[src/rtl/rvfi_retire_packer_if.sv]
// Execute-to-retirement handshake bundle feeding the RVFI packer.
// The master side is the execute stage; the slave side is the packer.
interface rvfi_retire_packer_if;
  logic        ex_valid;
  logic        ex_ready;
  logic [31:0] ex_insn;
  logic [31:0] ex_pc;
  logic [31:0] ex_pc_next;
  logic [4:0]  ex_rs1_addr;
  logic [4:0]  ex_rs2_addr;
  logic [31:0] ex_rs1_rdata;
  logic [31:0] ex_rs2_rdata;
  logic [4:0]  ex_rd_addr;
  logic [31:0] ex_rd_wdata;
  logic        ex_trap;
  logic        ex_is_load;
  logic        ex_is_store;
  logic [31:0] ex_mem_addr;
  logic [3:0]  ex_mem_mask;
  logic [31:0] ex_mem_wdata;

  modport master (
    output ex_valid, ex_insn, ex_pc, ex_pc_next,
    output ex_rs1_addr, ex_rs2_addr,
    output ex_rs1_rdata, ex_rs2_rdata,
    output ex_rd_addr, ex_rd_wdata, ex_trap,
    output ex_is_load, ex_is_store,
    output ex_mem_addr, ex_mem_mask, ex_mem_wdata,
    input  ex_ready
  );

  modport slave (
    input  ex_valid, ex_insn, ex_pc, ex_pc_next,
    input  ex_rs1_addr, ex_rs2_addr,
    input  ex_rs1_rdata, ex_rs2_rdata,
    input  ex_rd_addr, ex_rd_wdata, ex_trap,
    input  ex_is_load, ex_is_store,
    input  ex_mem_addr, ex_mem_mask, ex_mem_wdata,
    output ex_ready
  );
endinterface

[src/rtl/rvfi_retire_packer.sv]
// RVFI retirement packer: one registered packet per retired/trapped insn.
// Loads park in WAIT_MEM until the LSU answers or the timeout fires.
module rvfi_retire_packer #(
  parameter int MEM_TIMEOUT = 64
) (
  input  logic        clk,
  input  logic        reset,
  rvfi_retire_packer_if.slave ex,
  input  logic        lsu_rvalid,
  input  logic        lsu_err,
  input  logic [31:0] lsu_rdata,
  output logic        rvfi_valid,
  output logic [63:0] rvfi_order,
  output logic [31:0] rvfi_insn,
  output logic [31:0] rvfi_pc_rdata,
  output logic [31:0] rvfi_pc_wdata,
  output logic        rvfi_trap,
  output logic        rvfi_halt,
  output logic        rvfi_intr,
  output logic [1:0]  rvfi_mode,
  output logic [1:0]  rvfi_ixl,
  output logic [4:0]  rvfi_rs1_addr,
  output logic [4:0]  rvfi_rs2_addr,
  output logic [4:0]  rvfi_rd_addr,
  output logic [31:0] rvfi_rs1_rdata,
  output logic [31:0] rvfi_rs2_rdata,
  output logic [31:0] rvfi_rd_wdata,
  output logic [31:0] rvfi_mem_addr,
  output logic [31:0] rvfi_mem_rdata,
  output logic [31:0] rvfi_mem_wdata,
  output logic [3:0]  rvfi_mem_rmask,
  output logic [3:0]  rvfi_mem_wmask,
  output logic [63:0] rvfi_ext_mcycle
);

  typedef enum logic {IDLE, WAIT_MEM} state_t;

  typedef struct packed {
    logic [31:0] insn;
    logic [31:0] pc_rdata;
    logic [31:0] pc_wdata;
    logic        trap;
    logic [4:0]  rs1_addr;
    logic [4:0]  rs2_addr;
    logic [31:0] rs1_rdata;
    logic [31:0] rs2_rdata;
    logic [4:0]  rd_addr;
    logic [31:0] rd_wdata;
    logic [31:0] mem_addr;
    logic [3:0]  mem_rmask;
    logic [3:0]  mem_wmask;
    logic [31:0] mem_rdata;
    logic [31:0] mem_wdata;
  } pkt_t;

  localparam logic [31:0] TO_LAST = 32'(MEM_TIMEOUT - 1);

  state_t      state_q, state_d;
  pkt_t        hold_q, pkt_q, pkt_d;
  pkt_t        ex_pkt, ld_pkt;
  logic        emit, cap;
  logic [31:0] cnt_q, cnt_d;
  logic [63:0] ord_q, cyc_q;

  // Trap packets carry no architectural side effects.
  function automatic pkt_t fix(input pkt_t p);
    pkt_t r;
    r = p;
    if (r.trap) begin
      r.rd_addr   = '0;
      r.rd_wdata  = '0;
      r.mem_rmask = '0;
      r.mem_wmask = '0;
      r.mem_rdata = '0;
    end
    if (r.rd_addr == 5'd0) r.rd_wdata = '0;
    return r;
  endfunction

  assign ex.ex_ready = (state_q == IDLE);

  always_comb begin
    ex_pkt           = '0;
    ex_pkt.insn      = ex.ex_insn;
    ex_pkt.pc_rdata  = ex.ex_pc;
    ex_pkt.pc_wdata  = ex.ex_pc_next;
    ex_pkt.trap      = ex.ex_trap;
    ex_pkt.rs1_addr  = ex.ex_rs1_addr;
    ex_pkt.rs2_addr  = ex.ex_rs2_addr;
    ex_pkt.rs1_rdata = ex.ex_rs1_rdata;
    ex_pkt.rs2_rdata = ex.ex_rs2_rdata;
    ex_pkt.rd_addr   = ex.ex_rd_addr;
    ex_pkt.rd_wdata  = ex.ex_rd_wdata;
    ex_pkt.mem_addr  = ex.ex_mem_addr;
    ex_pkt.mem_wdata = ex.ex_mem_wdata;
    ex_pkt.mem_wmask = ex.ex_is_store ? ex.ex_mem_mask : 4'd0;
    ld_pkt           = ex_pkt;
    ld_pkt.mem_rmask = ex.ex_mem_mask;
    ld_pkt.rd_wdata  = '0;
  end

  always_comb begin
    state_d = state_q;
    cnt_d   = cnt_q;
    emit    = 1'b0;
    cap     = 1'b0;
    pkt_d   = fix(ex_pkt);
    case (state_q)
      IDLE: begin
        if (ex.ex_valid) begin
          if (ex.ex_is_load && !ex.ex_trap) begin
            cap     = 1'b1;
            cnt_d   = '0;
            state_d = WAIT_MEM;
          end else begin
            emit = 1'b1;
          end
        end
      end
      WAIT_MEM: begin
        cnt_d = cnt_q + 32'd1;
        pkt_d = hold_q;
        // A response on the timeout cycle wins over the timeout.
        if (lsu_rvalid) begin
          emit    = 1'b1;
          state_d = IDLE;
          if (lsu_err) begin
            pkt_d.trap = 1'b1;
          end else begin
            pkt_d.rd_wdata  = lsu_rdata;
            pkt_d.mem_rdata = lsu_rdata;
          end
          pkt_d = fix(pkt_d);
        end else if (cnt_q == TO_LAST) begin
          emit       = 1'b1;
          state_d    = IDLE;
          pkt_d.trap = 1'b1;
          pkt_d      = fix(pkt_d);
        end
      end
    endcase
  end

  always_ff @(posedge clk or negedge reset) begin
    if (!reset) begin
      state_q <= IDLE;
      cnt_q   <= '0;
      hold_q  <= '0;
    end else begin
      state_q <= state_d;
      cnt_q   <= cnt_d;
      if (cap) hold_q <= ld_pkt;
    end
  end

  always_ff @(posedge clk or negedge reset) begin
    if (!reset) begin
      rvfi_valid      <= 1'b0;
      rvfi_order      <= '0;
      rvfi_ext_mcycle <= '0;
      pkt_q           <= '0;
      ord_q           <= '0;
      cyc_q           <= '0;
    end else begin
      rvfi_valid <= emit;
      cyc_q      <= cyc_q + 64'd1;
      if (emit) begin
        pkt_q           <= pkt_d;
        rvfi_order      <= ord_q;
        rvfi_ext_mcycle <= cyc_q;
        ord_q           <= ord_q + 64'd1;
      end
    end
  end

  assign rvfi_halt      = 1'b0;
  assign rvfi_intr      = 1'b0;
  assign rvfi_mode      = 2'b11;
  assign rvfi_ixl       = 2'b01;
  assign rvfi_insn      = pkt_q.insn;
  assign rvfi_pc_rdata  = pkt_q.pc_rdata;
  assign rvfi_pc_wdata  = pkt_q.pc_wdata;
  assign rvfi_trap      = pkt_q.trap;
  assign rvfi_rs1_addr  = pkt_q.rs1_addr;
  assign rvfi_rs2_addr  = pkt_q.rs2_addr;
  assign rvfi_rd_addr   = pkt_q.rd_addr;
  assign rvfi_rs1_rdata = pkt_q.rs1_rdata;
  assign rvfi_rs2_rdata = pkt_q.rs2_rdata;
  assign rvfi_rd_wdata  = pkt_q.rd_wdata;
  assign rvfi_mem_addr  = pkt_q.mem_addr;
  assign rvfi_mem_rdata = pkt_q.mem_rdata;
  assign rvfi_mem_wdata = pkt_q.mem_wdata;
  assign rvfi_mem_rmask = pkt_q.mem_rmask;
  assign rvfi_mem_wmask = pkt_q.mem_wmask;

endmodule

[src/flat_wrapper.sv]
// flat-port wrapper written by rule: the top's interface ports become plain ports
module rvfi_retire_packer_flat 
#(
  parameter int MEM_TIMEOUT = 64
)
  (clk, reset, lsu_rvalid, lsu_err, lsu_rdata, rvfi_valid, rvfi_order, rvfi_insn, rvfi_pc_rdata, rvfi_pc_wdata, rvfi_trap, rvfi_halt, rvfi_intr, rvfi_mode, rvfi_ixl, rvfi_rs1_addr, rvfi_rs2_addr, rvfi_rd_addr, rvfi_rs1_rdata, rvfi_rs2_rdata, rvfi_rd_wdata, rvfi_mem_addr, rvfi_mem_rdata, rvfi_mem_wdata, rvfi_mem_rmask, rvfi_mem_wmask, rvfi_ext_mcycle, ex_ex_valid, ex_ex_insn, ex_ex_pc, ex_ex_pc_next, ex_ex_rs1_addr, ex_ex_rs2_addr, ex_ex_rs1_rdata, ex_ex_rs2_rdata, ex_ex_rd_addr, ex_ex_rd_wdata, ex_ex_trap, ex_ex_is_load, ex_ex_is_store, ex_ex_mem_addr, ex_ex_mem_mask, ex_ex_mem_wdata, ex_ex_ready);
  rvfi_retire_packer_if ex_i ();
  input  logic clk;
  input  logic reset;
  input  logic lsu_rvalid;
  input  logic lsu_err;
  input  logic [31:0] lsu_rdata;
  output logic rvfi_valid;
  output logic [63:0] rvfi_order;
  output logic [31:0] rvfi_insn;
  output logic [31:0] rvfi_pc_rdata;
  output logic [31:0] rvfi_pc_wdata;
  output logic rvfi_trap;
  output logic rvfi_halt;
  output logic rvfi_intr;
  output logic [1:0] rvfi_mode;
  output logic [1:0] rvfi_ixl;
  output logic [4:0] rvfi_rs1_addr;
  output logic [4:0] rvfi_rs2_addr;
  output logic [4:0] rvfi_rd_addr;
  output logic [31:0] rvfi_rs1_rdata;
  output logic [31:0] rvfi_rs2_rdata;
  output logic [31:0] rvfi_rd_wdata;
  output logic [31:0] rvfi_mem_addr;
  output logic [31:0] rvfi_mem_rdata;
  output logic [31:0] rvfi_mem_wdata;
  output logic [3:0] rvfi_mem_rmask;
  output logic [3:0] rvfi_mem_wmask;
  output logic [63:0] rvfi_ext_mcycle;
  input wire logic [$bits(ex_i.ex_valid)-1:0] ex_ex_valid;
  input wire logic [$bits(ex_i.ex_insn)-1:0] ex_ex_insn;
  input wire logic [$bits(ex_i.ex_pc)-1:0] ex_ex_pc;
  input wire logic [$bits(ex_i.ex_pc_next)-1:0] ex_ex_pc_next;
  input wire logic [$bits(ex_i.ex_rs1_addr)-1:0] ex_ex_rs1_addr;
  input wire logic [$bits(ex_i.ex_rs2_addr)-1:0] ex_ex_rs2_addr;
  input wire logic [$bits(ex_i.ex_rs1_rdata)-1:0] ex_ex_rs1_rdata;
  input wire logic [$bits(ex_i.ex_rs2_rdata)-1:0] ex_ex_rs2_rdata;
  input wire logic [$bits(ex_i.ex_rd_addr)-1:0] ex_ex_rd_addr;
  input wire logic [$bits(ex_i.ex_rd_wdata)-1:0] ex_ex_rd_wdata;
  input wire logic [$bits(ex_i.ex_trap)-1:0] ex_ex_trap;
  input wire logic [$bits(ex_i.ex_is_load)-1:0] ex_ex_is_load;
  input wire logic [$bits(ex_i.ex_is_store)-1:0] ex_ex_is_store;
  input wire logic [$bits(ex_i.ex_mem_addr)-1:0] ex_ex_mem_addr;
  input wire logic [$bits(ex_i.ex_mem_mask)-1:0] ex_ex_mem_mask;
  input wire logic [$bits(ex_i.ex_mem_wdata)-1:0] ex_ex_mem_wdata;
  output wire logic [$bits(ex_i.ex_ready)-1:0] ex_ex_ready;
  assign ex_i.ex_valid = ex_ex_valid;
  assign ex_i.ex_insn = ex_ex_insn;
  assign ex_i.ex_pc = ex_ex_pc;
  assign ex_i.ex_pc_next = ex_ex_pc_next;
  assign ex_i.ex_rs1_addr = ex_ex_rs1_addr;
  assign ex_i.ex_rs2_addr = ex_ex_rs2_addr;
  assign ex_i.ex_rs1_rdata = ex_ex_rs1_rdata;
  assign ex_i.ex_rs2_rdata = ex_ex_rs2_rdata;
  assign ex_i.ex_rd_addr = ex_ex_rd_addr;
  assign ex_i.ex_rd_wdata = ex_ex_rd_wdata;
  assign ex_i.ex_trap = ex_ex_trap;
  assign ex_i.ex_is_load = ex_ex_is_load;
  assign ex_i.ex_is_store = ex_ex_is_store;
  assign ex_i.ex_mem_addr = ex_ex_mem_addr;
  assign ex_i.ex_mem_mask = ex_ex_mem_mask;
  assign ex_i.ex_mem_wdata = ex_ex_mem_wdata;
  assign ex_ex_ready = ex_i.ex_ready;
  rvfi_retire_packer #(.MEM_TIMEOUT(MEM_TIMEOUT)) u_core (.clk(clk), .reset(reset), .ex(ex_i), .lsu_rvalid(lsu_rvalid), .lsu_err(lsu_err), .lsu_rdata(lsu_rdata), .rvfi_valid(rvfi_valid), .rvfi_order(rvfi_order), .rvfi_insn(rvfi_insn), .rvfi_pc_rdata(rvfi_pc_rdata), .rvfi_pc_wdata(rvfi_pc_wdata), .rvfi_trap(rvfi_trap), .rvfi_halt(rvfi_halt), .rvfi_intr(rvfi_intr), .rvfi_mode(rvfi_mode), .rvfi_ixl(rvfi_ixl), .rvfi_rs1_addr(rvfi_rs1_addr), .rvfi_rs2_addr(rvfi_rs2_addr), .rvfi_rd_addr(rvfi_rd_addr), .rvfi_rs1_rdata(rvfi_rs1_rdata), .rvfi_rs2_rdata(rvfi_rs2_rdata), .rvfi_rd_wdata(rvfi_rd_wdata), .rvfi_mem_addr(rvfi_mem_addr), .rvfi_mem_rdata(rvfi_mem_rdata), .rvfi_mem_wdata(rvfi_mem_wdata), .rvfi_mem_rmask(rvfi_mem_rmask), .rvfi_mem_wmask(rvfi_mem_wmask), .rvfi_ext_mcycle(rvfi_ext_mcycle));
endmodule
[config.mk]
export PLATFORM = sky130hd
export DESIGN_NAME = rvfi_retire_packer_flat
export DESIGN_NICKNAME = d
export VERILOG_FILES = /design/src/rtl/rvfi_retire_packer_if.sv /design/src/rtl/rvfi_retire_packer.sv /design/src/flat_wrapper.sv
export SDC_FILE = /design/constraint.sdc
export NUM_CORES = 2
export LEC_CHECK = 0
export ABC_AREA = 1
export CORE_MARGIN = 1.5
export CORE_UTILIZATION = 40
export CTS_CLUSTER_SIZE = 25
export DETAILED_ROUTE_END_ITERATION = 6
export PLACE_DENSITY = 0.62
export SLEW_MARGIN = 20
export SYNTH_ARGS = -nofsm -noshare
export SYNTH_HDL_FRONTEND = slang
export SYNTH_SLANG_ARGS = --single-unit
[constraint.sdc]
create_clock -name clk -period 2.2 [get_ports clk]
set_input_delay 0.66 -clock clk [delete_from_list [all_inputs] [get_ports clk]]
set_output_delay 0.66 -clock clk [all_outputs]
set_load 0.05 [all_outputs]
==> flow_summary.ini <==
[outcome]
status = completed

[timing]
fin_worst_skew_ns = 0.0253
finalCritPeriodShare_pct = 98.9
slew_headroom_pct = 55.3
maxClockFrequency_ghz = 0.460
drv_slew = 0
worst_pin_slew_ns = 0.670
setup_slack_ns = 0.0247
hold_viol_final = 0
setup_viol = 0
min_period_ns = 2.18
tns_ns = 0
rsz0062_at_grt = true

[synthesis]
yosys.area_share.simple_pct = 27.2
synth_top_cell_area_share_pct = 54.5
synth_mux_area_share_pct = 0
synth_cell_type_count = 32
yosysSeqAreaShare_pct = 54.5
synth_edf_count = 0
synth_ff_type = dfrtp_1
synth_warnings = 0
synth_area_leaders = dfrtp_1 (54%), nand2_1 (20%), o21ai_0 (6.2%)
avgSynthCellArea_um2 = 7.79
synth-adder-area-share_pct = 0.0961
ys_ff_latch = 850
synthCells = 5012
syn-cell-area_um2 = 39100
synth_compound_area_share_pct = 8.45
synthArstFlopShare_pct = 100
synth_top_area_cell = dfrtp_1
synth_xor_area_share_pct = 2.20
synth_top_family_by_area = simple AND/OR/NAND/NOR gates

[floorplanning]
chipWidth_um = 315
die_y_um = 315
io_pins = 763
die_area_um2 = 99500
rows = 114
start_util_pct = 40.4
coreArea_um2 = 96700

[flow_run]
drv_cap = 0

[worst_hold_path]
worstHoldPathType = primary input to asynchronous set/reset pin

[placed_design]
place_congestion = 0.950
hpwl_mm = 102
dp_slack_ns = -0.269
io_buffers = 756

[clock_network]
cts_tree = built
htree_num_levels = 3
cts_max_path_buffers = 3
cts_buffers = 97
ctsRootBufferMaster = clkbuf_16
clkLatencyLatePin_ns = 0.69
cts_sinks = 850
clk_pin_slew_ns = 0.06

[cells_and_area]
final-seq-area_um2 = 21300
utilization_pct = 54.4
final_cell_mix = nand2_1 (2105), dfrtp_1 (849), buf_4 (494), o21ai_0 (482), inv_1 (450)
area_growth_pct = 34.7
fillers = 9117
multiInputGateArea_um2 = 14900
final_common_cell = nand2_1
fin_nets = 6192
layout-drive-gt1-share_pct = 14.8

[global_routing]
busiest_layer = met2
grt_usage_pct = 27.0
grtUsageMet3_pct = 5.27
grt_overflow_total = 0
grt_max_degree = 158
grt_use_met2_pct = 42.8
grtUsageMet1_pct = 36.5
antenna_found_initial = 24
grt_pass1_wl_mm = 206
grt_pass1_vias = 33800

[power_and_ir_drop]
p_sw_mw = 16.3
internal_power_mw = 31.6
p_seq_share_pct = 39.6
leakagePower_nw = 26.0
switching_share_pct = 34.1
p_comb_share_pct = 25.0
pwr_density_cell_nw_per_um2 = 910
clkPwrFrac_pct = 35.4
max-vdd-ir-drop_v = 0.000556

[worst_setup_path]
cp_top_family = flip-flops
cpMaxStageDelayCell = dfrtp_4
rrSetupSlack_ns = 0.13
rr_worst_depth = 6
worstPathArrival_ns = 1.52
cp_slowest_stage_delay_ns = 0.51
path_cells = inv_8 -> buf_16 -> buf_12
crit_start = u_core.state_q$_DFF_PN0_
cp_num_buf_inv = 3
worst-path-stages = 3
r2r_end = u_core.cyc_q[43]$_DFF_PN0_
crit_fanout = 3
crit_end = ex_ex_ready
crit_path_start_kind = flop
crit_required_ns = 1.54
crit_path_end_kind = output port
timing.rr.start = u_core.cyc_q[18]$_DFF_PN0_
path_class = flop to output port

[detailed_routing]
drc = 0
wire_per_inst_um = 19.0
final_antenna_net_count = 0
drtIter0Drc = 3000
wl_mm = 138
routed_via_density = 4.91
num_vias = 35500
firstDrtPassIters = 5
-- routing by layer --
layer,vias to the layer above,share of wire [%]
met3,234,5.9
met2,987,47
met5,-,0.10
met4,22,3.5
met1,16900,44
li1,17400,-
-- cell usage after synthesis, types with 62 or more instances --
cell type     n
nand2_1    2106
dfrtp_1     850
o21ai_0     482
inv_1       451
nor2_1      250
nand3_1     188
o21ai_1     158
buf_2       102
xor2_1       96
clkbuf_1     91
nand4_1      65
nor3_1       62
-- cell families (layout without fill, tap and decap cells) --
family                   after synthesis  after routing
buffers and inverters                712           1648
adder cells (fa/ha/maj)                3              3
other                                  2             20
AND/OR/NAND/NOR                     2690           2690
AO/OA/AOI/OAI                        657            657
flip-flops                           850            850
XOR/XNOR                              98             98
-- worst min-delay path by stage --
stage | endpoint | cells past startpoint
after floorplan | u_core.cnt_q[0]$_DFFE_PN0P_ | 0
final | u_core.hold_q[176]$_DFFE_PN0P_ | 2
after global routing | u_core.hold_q[180]$_DFFE_PN0P_ | 2
after CTS | u_core.rvfi_pc_wdata[25]$_DFFE_PN0P_ | 2
after detailed placement | u_core.hold_q[65]$_DFFE_PN0P_ | 2
after global placement | u_core.rvfi_mem_rdata[5]$_DFFE_PN0P_ | 2
-- what timing repair did --
item / 4_1_cts / 5_1_grt
setup endpoints to repair: 130 / 9
gates resized for setup: 387 / 3
hold buffers: 1 / 0
buffers inserted: 3 / 1
gates cloned: 3 / 1
endpoints found under the hold margin: 11 / 0
-- flip-flops by register name, indices dropped and copies added (netlist names) --
register                cells
u_core.hold_q             248
u_core.cyc_q               64
u_core.ord_q               64
u_core.rvfi_ext_mcycle     64
u_core.rvfi_order          64
u_core.cnt_q               32
u_core.rvfi_insn           32
u_core.rvfi_mem_addr       32
u_core.rvfi_mem_rdata      32
u_core.rvfi_mem_wdata      32
u_core.rvfi_pc_rdata       32
u_core.rvfi_pc_wdata       32
u_core.rvfi_rd_wdata       32
u_core.rvfi_rs1_rdata      32
u_core.rvfi_rs2_rdata      32
u_core.rvfi_rd_addr         5
u_core.rvfi_rs1_addr        5
u_core.rvfi_rs2_addr        5
u_core.rvfi_mem_rmask       4
u_core.rvfi_mem_wmask       4
u_core.rvfi_trap            1
u_core.rvfi_valid           1
u_core.state_q              1
-- worst reg2reg max path, cell delays in order (launching register included) --
cell	delay, ns
dfrtp_1	0.55
nand2_1	0.18
nor3_1	0.37
nand2_1	0.19
nor2_1	0.30
nand3_1	0.19
xor2_1	0.17
-- cell type report --
type | count | share of cell area, %
diodes | 14 | 0.0666
clock buffers | 135 | 5.30
clock inverters | 42 | 1.03
inverters | 466 | 3.37
multi-input cells | 3454 | 28.3
flip-flops and latches | 850 | 40.4
well taps | 1276 | 3.03
repair buffers | 1005 | 18.5
-- power groups by stage --
stage / registers (mW) / clock network, mW / logic [mW]
finish: 18.9 / 16.9 / 12.0
global route: 19.2 / 17.9 / 12.9
CTS: 18.9 / 17.3 / 12.1
detailed placement: 19.2 / 0 / 12.1
global placement: 19.1 / 0 / 11.9
floorplan: 22.8 / 0 / 3.31
-- per-stage QoR --
stage	hold WS [ns]	power, mW	area [µm²]	cells
after floorplan	0.364	26.1	39100	5016
after global routing	0.455	50.0	52600	7241
after CTS	0.434	48.3	52500	7226
after detailed placement	0.460	31.2	48900	7042
final	0.466	47.9	52600	7242
after global placement	0.455	31.1	48900	7042
Note: power is estimated with default switching activity, not from simulation.
